`src/rtl/lsu_bus_ctrl_if.sv`:
```
// Bus-side handshake of the LSU bus controller: a single-outstanding
// request/grant/response channel with word-aligned address and byte enables.
interface lsu_bus_ctrl_if;
  logic        bus_req;
  logic        bus_we;
  logic [31:0] bus_addr;
  logic [3:0]  bus_be;
  logic [31:0] bus_wdata;
  logic        bus_gnt;
  logic        bus_rvalid;
  logic [31:0] bus_rdata;

  // LSU side: issues requests, consumes grant and response
  modport master (
    output bus_req,
    output bus_we,
    output bus_addr,
    output bus_be,
    output bus_wdata,
    input  bus_gnt,
    input  bus_rvalid,
    input  bus_rdata
  );

  // Memory side: accepts requests, returns grant and response
  modport slave (
    input  bus_req,
    input  bus_we,
    input  bus_addr,
    input  bus_be,
    input  bus_wdata,
    output bus_gnt,
    output bus_rvalid,
    output bus_rdata
  );
endinterface

```
`src/rtl/lsu_bus_ctrl.sv`:
```
// LSU bus controller at the EX/MEM boundary. Turns one EX-stage load/store
// into a single bus transaction (IDLE -> REQ -> WAIT -> DONE), formats store
// lanes and load results, and holds the pipeline via busy while in flight.
// Optional feature macro: LSU_TIMEOUT_EN (abort after TIMEOUT_CYCLES cycles
// in REQ+WAIT with a one-cycle bus_err strobe). Default build has no timeout.
module lsu_bus_ctrl #(
  parameter int unsigned TIMEOUT_CYCLES = 255
) (
  input  logic           clk,
  input  logic           rst,
  input  logic           req_rmem,
  input  logic           req_wmem,
  input  logic [31:0]    req_addr,
  input  logic [31:0]    req_wdata,
  input  logic [2:0]     req_size,
  output logic           busy,
  output logic           misalign,
  output logic [31:0]    rdata,
  output logic           rdata_valid,
  output logic           bus_err,
  lsu_bus_ctrl_if.master bus
);

  localparam logic [1:0] StIdle = 2'd0;
  localparam logic [1:0] StReq  = 2'd1;
  localparam logic [1:0] StWait = 2'd2;
  localparam logic [1:0] StDone = 2'd3;

  // The timeout counter is 8 bits wide, so the limit must fit in 1..255.
  if (TIMEOUT_CYCLES == 0 || TIMEOUT_CYCLES > 255) begin : g_bad_timeout
    $error("lsu_bus_ctrl: TIMEOUT_CYCLES must be in 1..255");
  end

  logic [1:0]  state_q, state_d;
  logic        req_any;
  logic        misaligned;
  logic        accept;
  logic        in_flight;
  logic        timeout_hit;
  logic        err_q, err_d;

  logic [3:0]  st_be;
  logic [31:0] st_wdata;
  logic [31:0] ld_shifted;
  logic [31:0] ld_data;

  logic [31:0] addr_q;
  logic [2:0]  size_q;
  logic        we_q;
  logic [3:0]  be_q;
  logic [31:0] wdata_q;
  logic [31:0] rdata_q;

  assign req_any   = req_rmem | req_wmem;
  assign accept    = (state_q == StIdle) & req_any & ~misaligned;
  assign in_flight = (state_q == StReq) | (state_q == StWait);

  // Alignment rule depends only on access width (funct3[1:0]).
  always_comb begin
    misaligned = 1'b0;
    case (req_size[1:0])
      2'b01:   misaligned = req_addr[0];
      2'b10:   misaligned = |req_addr[1:0];
      default: misaligned = 1'b0;
    endcase
  end

  // Store lane placement: replicate the datum across the word, enable its lanes.
  always_comb begin
    st_be    = 4'b1111;
    st_wdata = req_wdata;
    case (req_size[1:0])
      2'b00: begin
        st_be    = 4'b0001 << req_addr[1:0];
        st_wdata = {4{req_wdata[7:0]}};
      end
      2'b01: begin
        st_be    = 4'b0011 << {req_addr[1], 1'b0};
        st_wdata = {2{req_wdata[15:0]}};
      end
      default: begin
        st_be    = 4'b1111;
        st_wdata = req_wdata;
      end
    endcase
  end

  // Load result: bring the addressed byte/half down to bit 0, then extend.
  always_comb begin
    ld_shifted = bus.bus_rdata >> {addr_q[1:0], 3'b000};
    case (size_q)
      3'b000:  ld_data = {{24{ld_shifted[7]}}, ld_shifted[7:0]};
      3'b001:  ld_data = {{16{ld_shifted[15]}}, ld_shifted[15:0]};
      3'b100:  ld_data = {24'h000000, ld_shifted[7:0]};
      3'b101:  ld_data = {16'h0000, ld_shifted[15:0]};
      default: ld_data = ld_shifted;
    endcase
  end

`ifdef LSU_TIMEOUT_EN
  logic [7:0] cnt_q, cnt_d;
  logic [8:0] cnt_inc;

  // Extra bit keeps the compare exact even at the 255 limit.
  assign cnt_inc     = {1'b0, cnt_q} + 9'd1;
  assign timeout_hit = in_flight & (cnt_inc >= 9'(TIMEOUT_CYCLES));

  // Cycle counter: cleared on entry to REQ, counts every REQ/WAIT cycle.
  always_comb begin
    cnt_d = cnt_q;
    if (accept) begin
      cnt_d = 8'h00;
    end else if (in_flight) begin
      cnt_d = cnt_inc[7:0];
    end
  end

  // Timeout counter state.
  always_ff @(posedge clk) begin
    if (rst) begin
      cnt_q <= 8'h00;
    end else begin
      cnt_q <= cnt_d;
    end
  end
`else
  assign timeout_hit = 1'b0;
`endif

  // Transaction sequencing; a real grant/response wins over a same-cycle timeout.
  always_comb begin
    state_d = state_q;
    err_d   = 1'b0;
    case (state_q)
      StIdle: begin
        if (accept) begin
          state_d = StReq;
        end
      end
      StReq: begin
        if (bus.bus_gnt) begin
          state_d = StWait;
        end else if (timeout_hit) begin
          state_d = StDone;
          err_d   = 1'b1;
        end
      end
      StWait: begin
        if (bus.bus_rvalid) begin
          state_d = StDone;
        end else if (timeout_hit) begin
          state_d = StDone;
          err_d   = 1'b1;
        end
      end
      StDone: begin
        // Request inputs still belong to the finished instruction here.
        state_d = StIdle;
      end
      default: state_d = StIdle;
    endcase
  end

  // FSM state and abort flag (flag lives only for the DONE cycle).
  always_ff @(posedge clk) begin
    if (rst) begin
      state_q <= StIdle;
      err_q   <= 1'b0;
    end else begin
      state_q <= state_d;
      err_q   <= err_d;
    end
  end

  // Request capture on acceptance and load-data capture on response.
  always_ff @(posedge clk) begin
    if (rst) begin
      addr_q  <= 32'h0;
      size_q  <= 3'b000;
      we_q    <= 1'b0;
      be_q    <= 4'b0000;
      wdata_q <= 32'h0;
      rdata_q <= 32'h0;
    end else begin
      if (accept) begin
        addr_q  <= req_addr;
        size_q  <= req_size;
        we_q    <= req_wmem;
        be_q    <= req_wmem ? st_be : 4'b1111;
        wdata_q <= req_wmem ? st_wdata : 32'h0;
      end
      if ((state_q == StWait) && bus.bus_rvalid && !we_q) begin
        rdata_q <= ld_data;
      end
    end
  end

  assign busy        = accept | in_flight;
  assign misalign    = (state_q == StIdle) & req_any & misaligned;
  assign rdata       = rdata_q;
  assign rdata_valid = (state_q == StDone) & ~we_q & ~err_q;

`ifdef LSU_TIMEOUT_EN
  assign bus_err = (state_q == StDone) & err_q;
`else
  assign bus_err = 1'b0;
`endif

  assign bus.bus_req   = (state_q == StReq);
  assign bus.bus_we    = we_q;
  assign bus.bus_addr  = {addr_q[31:2], 2'b00};
  assign bus.bus_be    = be_q;
  assign bus.bus_wdata = wdata_q;

endmodule
```
`src/flat_wrapper.sv`:
```
// flat-port wrapper written by rule: the top's interface ports become plain ports
module lsu_bus_ctrl_flat 
#(
  parameter int unsigned TIMEOUT_CYCLES = 255
)
  (clk, rst, req_rmem, req_wmem, req_addr, req_wdata, req_size, busy, misalign, rdata, rdata_valid, bus_err, bus_bus_req, bus_bus_we, bus_bus_addr, bus_bus_be, bus_bus_wdata, bus_bus_gnt, bus_bus_rvalid, bus_bus_rdata);
  lsu_bus_ctrl_if bus_i ();
  input  logic clk;
  input  logic rst;
  input  logic req_rmem;
  input  logic req_wmem;
  input  logic [31:0] req_addr;
  input  logic [31:0] req_wdata;
  input  logic [2:0] req_size;
  output logic busy;
  output logic misalign;
  output logic [31:0] rdata;
  output logic rdata_valid;
  output logic bus_err;
  output wire logic [$bits(bus_i.bus_req)-1:0] bus_bus_req;
  output wire logic [$bits(bus_i.bus_we)-1:0] bus_bus_we;
  output wire logic [$bits(bus_i.bus_addr)-1:0] bus_bus_addr;
  output wire logic [$bits(bus_i.bus_be)-1:0] bus_bus_be;
  output wire logic [$bits(bus_i.bus_wdata)-1:0] bus_bus_wdata;
  input wire logic [$bits(bus_i.bus_gnt)-1:0] bus_bus_gnt;
  input wire logic [$bits(bus_i.bus_rvalid)-1:0] bus_bus_rvalid;
  input wire logic [$bits(bus_i.bus_rdata)-1:0] bus_bus_rdata;
  assign bus_bus_req = bus_i.bus_req;
  assign bus_bus_we = bus_i.bus_we;
  assign bus_bus_addr = bus_i.bus_addr;
  assign bus_bus_be = bus_i.bus_be;
  assign bus_bus_wdata = bus_i.bus_wdata;
  assign bus_i.bus_gnt = bus_bus_gnt;
  assign bus_i.bus_rvalid = bus_bus_rvalid;
  assign bus_i.bus_rdata = bus_bus_rdata;
  lsu_bus_ctrl #(.TIMEOUT_CYCLES(TIMEOUT_CYCLES)) u_core (.clk(clk), .rst(rst), .req_rmem(req_rmem), .req_wmem(req_wmem), .req_addr(req_addr), .req_wdata(req_wdata), .req_size(req_size), .busy(busy), .misalign(misalign), .rdata(rdata), .rdata_valid(rdata_valid), .bus_err(bus_err), .bus(bus_i));
endmodule
```
`config.mk`:
```
export PLATFORM = sky130hd
export DESIGN_NAME = lsu_bus_ctrl_flat
export DESIGN_NICKNAME = d
export VERILOG_FILES = /design/src/rtl/lsu_bus_ctrl_if.sv /design/src/rtl/lsu_bus_ctrl.sv /design/src/flat_wrapper.sv
export SDC_FILE = /design/constraint.sdc
export NUM_CORES = 1
export LEC_CHECK = 0
export BUFFER_PORTS_ARGS = -buffer_cell sky130_fd_sc_hd__buf_2
export CAP_MARGIN = 10
export CORE_ASPECT_RATIO = 1.5
export CORE_UTILIZATION = 48
export DETAILED_ROUTE_END_ITERATION = 8
export PLACE_DENSITY = 0.87
export SLEW_MARGIN = 10
export SYNTH_ARGS = -nofsm -noshare
export SYNTH_HDL_FRONTEND = slang
export SYNTH_SLANG_ARGS = --single-unit
```
`constraint.sdc`:
```
create_clock -name clk -period 2.5 [get_ports clk]
set_input_delay 0.25 -clock clk [delete_from_list [all_inputs] [get_ports clk]]
set_output_delay 0.25 -clock clk [all_outputs]
set_load 0.01 [all_outputs]
```
==> results.toml, run 1 <==
[synth]
synth.avg_cell_area_um2 = 8.696
syn_area_um2 = 5035
synthCells = 579
async_flop_share_pct = 0
ys_seq_elements = 106
ys_seq_area_share_pct = 42.15
synth_cell_types = 43
yosys-top-cells-area = "dfxtp_1, a21oi_1, nand2_1"
synth_top_area_share_pct = 42.15
synth-warning-count = 0
ys.flop_type = "dfxtp_1"
synth_edf_count = 0
yosysTopAreaCell = "dfxtp_1"

[die]
core_um2 = 10130
die_h_um = 127.4
pin_count = 211
initial_utilization_pct = 49.68
rows = 45
die_area_um2 = 10910
die_w_um = 85.63

[layout]
drive_above_1_share_pct = 35.37
stdcell_count = 855
finalNetCount = 846
syn_to_final_growth_pct = 21.94
n_antenna_cell = 0

[clock_tree]
cts_setup_buffers = 0
ctsLongestPathBuffers = 2
cts_tree = "built"
cts_hold_buf = 0
cts_sinks = 106
cts_resized = 0
clk_latency_ns = 0.34
root_buffer = "clkbuf_16"
cts_max_level = 3
clk_pin_slew_ns = 0.07
cts_buffers = 9

[power_and_ir_drop]
power_leakage_nw = 2.829
power.density_nw_per_um2 = 904.2
p_total_w = 0.005552
vdd_ir_drop_max_mv = 0.5924

[detailed_routing]
routed_wl_mm = 13.70
ant_nets = 0
viasPerCell = 5.549
drc = 0
dr.pass1.iters = 4
vias = 4744
avgRoutedWirePerCell_um = 16.02
drt_iter0_markers = 173

[sta]
hold_violations = 0
clock.fmax_ghz = 0.4753
relSlewSlack_pct = 58.17
period_share_pct = 84.16
holdWs_ns = 0.1425
rsz0062_at_grt = "no"
maxSlewViolCount = 0
finClkSkew_ns = 0.007652
setup_ws_ns = 0.3959
setup_viol = 0
tns_ns = 0
fin_crit_ns = 2.104
tightest_slew_ns = 0.6244

[status]
status = "complete, no violations"

[setup_path]
crit_path_end_kind = "output pin"
crit_type = "in2out"
start_kind = "primary input"
crit_required_ns = 2.25
arrival_ns = 1.85
crit_fanout = 11

[placement]
gp_congestion = 0.9147
placed_cells = 839
portBuffers = 207
dpl.hpwl_mm = 10.49
pre_cts_ws_ns = 0.2622

[grt]
grt_usage_pct = 24.01
grt_antenna_before_repair = 0
grt_pass1_vias = 4419
gr-total-overflow = 0
grt_pass1_wl_mm = 20.67
grt_max_degree = 48

[flow_run]
max-cap-violations = 0

[hold_path]
hp-class = "in2reg"
## flip-flops by register name, indices dropped and copies added (netlist names)
name and count:
u_core.size_q 3, u_core.bus.bus_we 1, u_core.bus.bus_be 4, u_core.rdata 32, u_core.bus.bus_wdata 32, u_core.state_q 2
u_core.addr_q 32
## final timing paths
kind	from	end	slack [ns]	cells after the start
worst max register to register	u_core.addr_q[1]	u_core.rdata[13]	0.61	5
worst min-delay path	req_addr[20]	u_core.addr_q[20]	0.14	3
worst min register to register	u_core.addr_q[29]	u_core.addr_q[29]	0.45	2
worst max-delay path	req_size[1]	busy	0.40	7
## kinds of logic after synthesis
logic type                 Yosys count  share of synthesized area, %
AOI/OAI and AO/OA                  176                         24.30
and+or+nand+nor                    169                         14.19
DFF                                106                         42.15
buffers and inverters               85                         9.816
muxes                               34                         7.480
adders and majority gates            8                         1.988
other                                1                       0.07448
## power breakdown
group / leakage, nW / switching (W) / internal, W
clock network: 0.129 / 0.000614 / 0.000678
registers: 0.867 / 0.000196 / 0.00201
logic: 1.83 / 0.00125 / 0.000806
total: 2.83 / 0.00206 / 0.00349
## per-layer routing
metal | vias up | wire length, um | track usage, %
met5 | - | 0 | 0
met4 | 0 | 469 | 11.27
met3 | 27 | 904 | 4.910
met2 | 217 | 7247 | 45.74
met1 | 2193 | 5073 | 24.59
li1 | 2307 | - | -
## cell type report
cell class,count,area [um^2]
Clock buffer,10,229.0
Clock inverter,6,42.54
Fill cell,877,3995
Inverter,7,26.28
Multi-Input combinational cell,390,2435
Sequential cell,106,2122
Tap cell,117,146.4
Timing Repair Buffer,219,1139
## cell usage in the layout, fill, tap and decap left out, types with 9 or more instances in the layout
cell,n
buf_2,207
mux2_2,9
mux2i_1,23
nor2_1,34
dfxtp_1,106
nand2_1,97
nand3_1,9
a22o_1,24
clkbuf_16,9
a211oi_1,10
o2bb2ai_1,23
a211oi_2,10
a21oi_1,88
buf_4,11
## worst max-delay path, cell delays in order
cell and delay [ns]:
buf_2 0.27, inv_1 0.12, ha_1 0.35, and3_1 0.24
or3_1 0.38, nand2b_1 0.11, buf_2 0.14
## cells in the mapped netlist, types with 2 or more instances
cell type,number
a21oi_1,88
mux2i_1,23
buf_2,14
inv_1,7
nand4_1,2
dfxtp_1,106
nor2_1,35
nor2b_1,4
o21ai_0,4
a211oi_1,10
o2bb2ai_1,23
a211oi_2,10
nand2b_1,5
nor3_1,8
buf_4,37
ha_1,8
o211ai_1,8
nand3b_1,2
mux4_2,2
mux2_2,9
a22o_1,24
clkbuf_1,24
or3_1,2
nand2_1,97
nand3_1,9
## metrics by stage
stage | util (%) | instance area (um^2)
floorplan | - | 5042
global placement | 57.90 | 5868
detailed placement | 57.90 | 5868
CTS | 60.58 | 6140
global route | 60.58 | 6140
finish | 60.58 | 6140
No activity file was read; power rests on OpenSTA's default activity.
==> run 2: changes to the inputs <==
==> constraint.sdc (replaced) <==
create_clock -name clk -period 2 [get_ports clk]
set_input_delay 0.2 -clock clk [delete_from_list [all_inputs] [get_ports clk]]
set_output_delay 0.2 -clock clk [all_outputs]
set_load 0.01 [all_outputs]
==> run 2 against run 1 <==
  * Via count is 1.4% higher
  * Sequential cell count unchanged
  * Die area stayed put
  * Sequential share of layout area is 0.61 points lower
  * Combinational power is 32% higher
  * Largest power group unchanged
  * Highest routed layer unchanged
==> results.toml, run 2 (synthesis gave the netlist of run 1 again) <==
[status]
status = "complete, no violations"

[detailed_routing]
dr.pass1.iters = 4
drt_iter0_markers = 215
ant_nets = 0
viasPerCell = 5.594
vias = 4811
drc = 0
avgRoutedWirePerCell_um = 16.16
routed_wl_mm = 13.90

[setup_path]
arrival_ns = 1.70
crit_required_ns = 1.80
slowest_delay_ns = 0.37
start_kind = "register"
crit_type = "reg2out"
crit_fanout = 4
path_buf_inv = 2
critPathSlowestCell = "or3_4"
crit_family = "simple AND/OR/NAND/NOR gates"
crit_chain = "inv_2 > ha_4 > o21ai_2 > or3_4 > nand2b_1 > buf_2"
crit_path_end_kind = "output pin"

[clock_tree]
cts_tree = "built"
ctsLongestPathBuffers = 2
cts_sinks = 106
cts_setup_buffers = 0
cts_max_level = 3
clk_pin_slew_ns = 0.08
cts_buffers = 9
cts_resized = 3
root_buffer = "clkbuf_16"
cts_hold_buf = 0
clk_latency_ns = 0.34

[layout]
n_antenna_cell = 0
syn_to_final_growth_pct = 24.13
fillCellCount = 871
final_common_cell = "buf_2"
stdcell_count = 860
multiInputGateArea_um2 = 2452
final_cell_mix = "buf_2, dfxtp_1, nand2_1"
regArea_um2 = 2122
finalNetCount = 851
drive_above_1_share_pct = 36.47

[sta]
finClkSkew_ns = 0.008888
clock.fmax_ghz = 0.5253
setup_ws_ns = 0.09628
tightest_slew_ns = 0.6201
rsz0062_at_grt = "no"
fin_crit_ns = 1.904
setup_viol = 0
holdWs_ns = 0.08809
period_share_pct = 95.19
maxSlewViolCount = 0
hold_violations = 0
relSlewSlack_pct = 58.51
tns_ns = 0

[placement]
portBuffers = 207
gp_congestion = 0.9255
pre_cts_ws_ns = 0.09420
placed_cells = 844
dpl.hpwl_mm = 10.70

[grt]
grt_max_degree = 49
grt_pass1_vias = 4638
grt_usage_pct = 25.17
grt_antenna_before_repair = 0
grt_pass1_wl_mm = 21.76
gr-total-overflow = 0

[die]
core_um2 = 10130
initial_utilization_pct = 49.68
die_w_um = 85.63
die_h_um = 127.4
die_area_um2 = 10910
rows = 45
pin_count = 211

[power_and_ir_drop]
vdd_ir_drop_max_mv = 0.5024
power.density_nw_per_um2 = 1161
power_leakage_nw = 2.881

[hold_path]
hp-class = "in2reg"

[flow_run]
max-cap-violations = 0
-- run 2: cell count changes in the layout (fill, tap and decap cells not counted), moves of 2 or more --
cell    previous run  this run
buf_4             11        14
inv_2              0         2
inv_1              7         5
buf_12             1         3
-- run 2: worst paths after layout --
| path | start | endpoint | slack (ns) | cells after the start |
|---|---|---|---|---|
| worst max-delay path | u_core.state_q[0] | busy | 0.1 | 6 |
| worst min-delay path | req_addr[30] | u_core.addr_q[30] | 0.09 | 3 |
| worst max register to register | u_core.addr_q[1] | u_core.rdata[15] | 0.29 | 4 |
| worst min register to register | u_core.rdata[5] | u_core.rdata[5] | 0.45 | 2 |
-- run 2: layer usage --
layer | track usage, % | vias up | wire, um
met5 | 0 | - | 0
met4 | 12.16 | 0 | 503
met3 | 5.297 | 34 | 888
met2 | 47.44 | 217 | 7440
met1 | 25.97 | 2240 | 5070
li1 | - | 2320 | -
-- run 2: layout make-up --
class	instances	area share, %
Timing Repair Buffer	224	19.22
Inverter	7	0.4204
Sequential cell	106	33.95
Clock inverter	7	1.221
Clock buffer	9	3.604
Multi-Input combinational cell	390	39.24
Tap cell	117	2.342
-- run 2: power by group --
| group | internal, W | switching (W) |
|---|---|---|
| registers | 0.00251 | 0.000258 |
| logic | 0.00110 | 0.00159 |
| clock network | 0.000983 | 0.000803 |
-- run 2: worst reg2reg max path: cells and delay by family (launching register included) --
family / cells / cell delay, ns
compound gates: 2 / 0.29
buf+inv: 1 / 0.28
flops: 1 / 0.43
mux: 1 / 0.56
-- run 2: metrics by stage --
stage	area, um^2	power (W)	util, %
6_report	6250	0.007255	61.67
3_3_place_gp	5931	0.005359	58.52
2_1_floorplan	5044	0.004688	-
4_1_cts	6245	0.007278	61.62
5_1_grt	6250	0.007682	61.67
3_5_place_dp	5931	0.005467	58.52
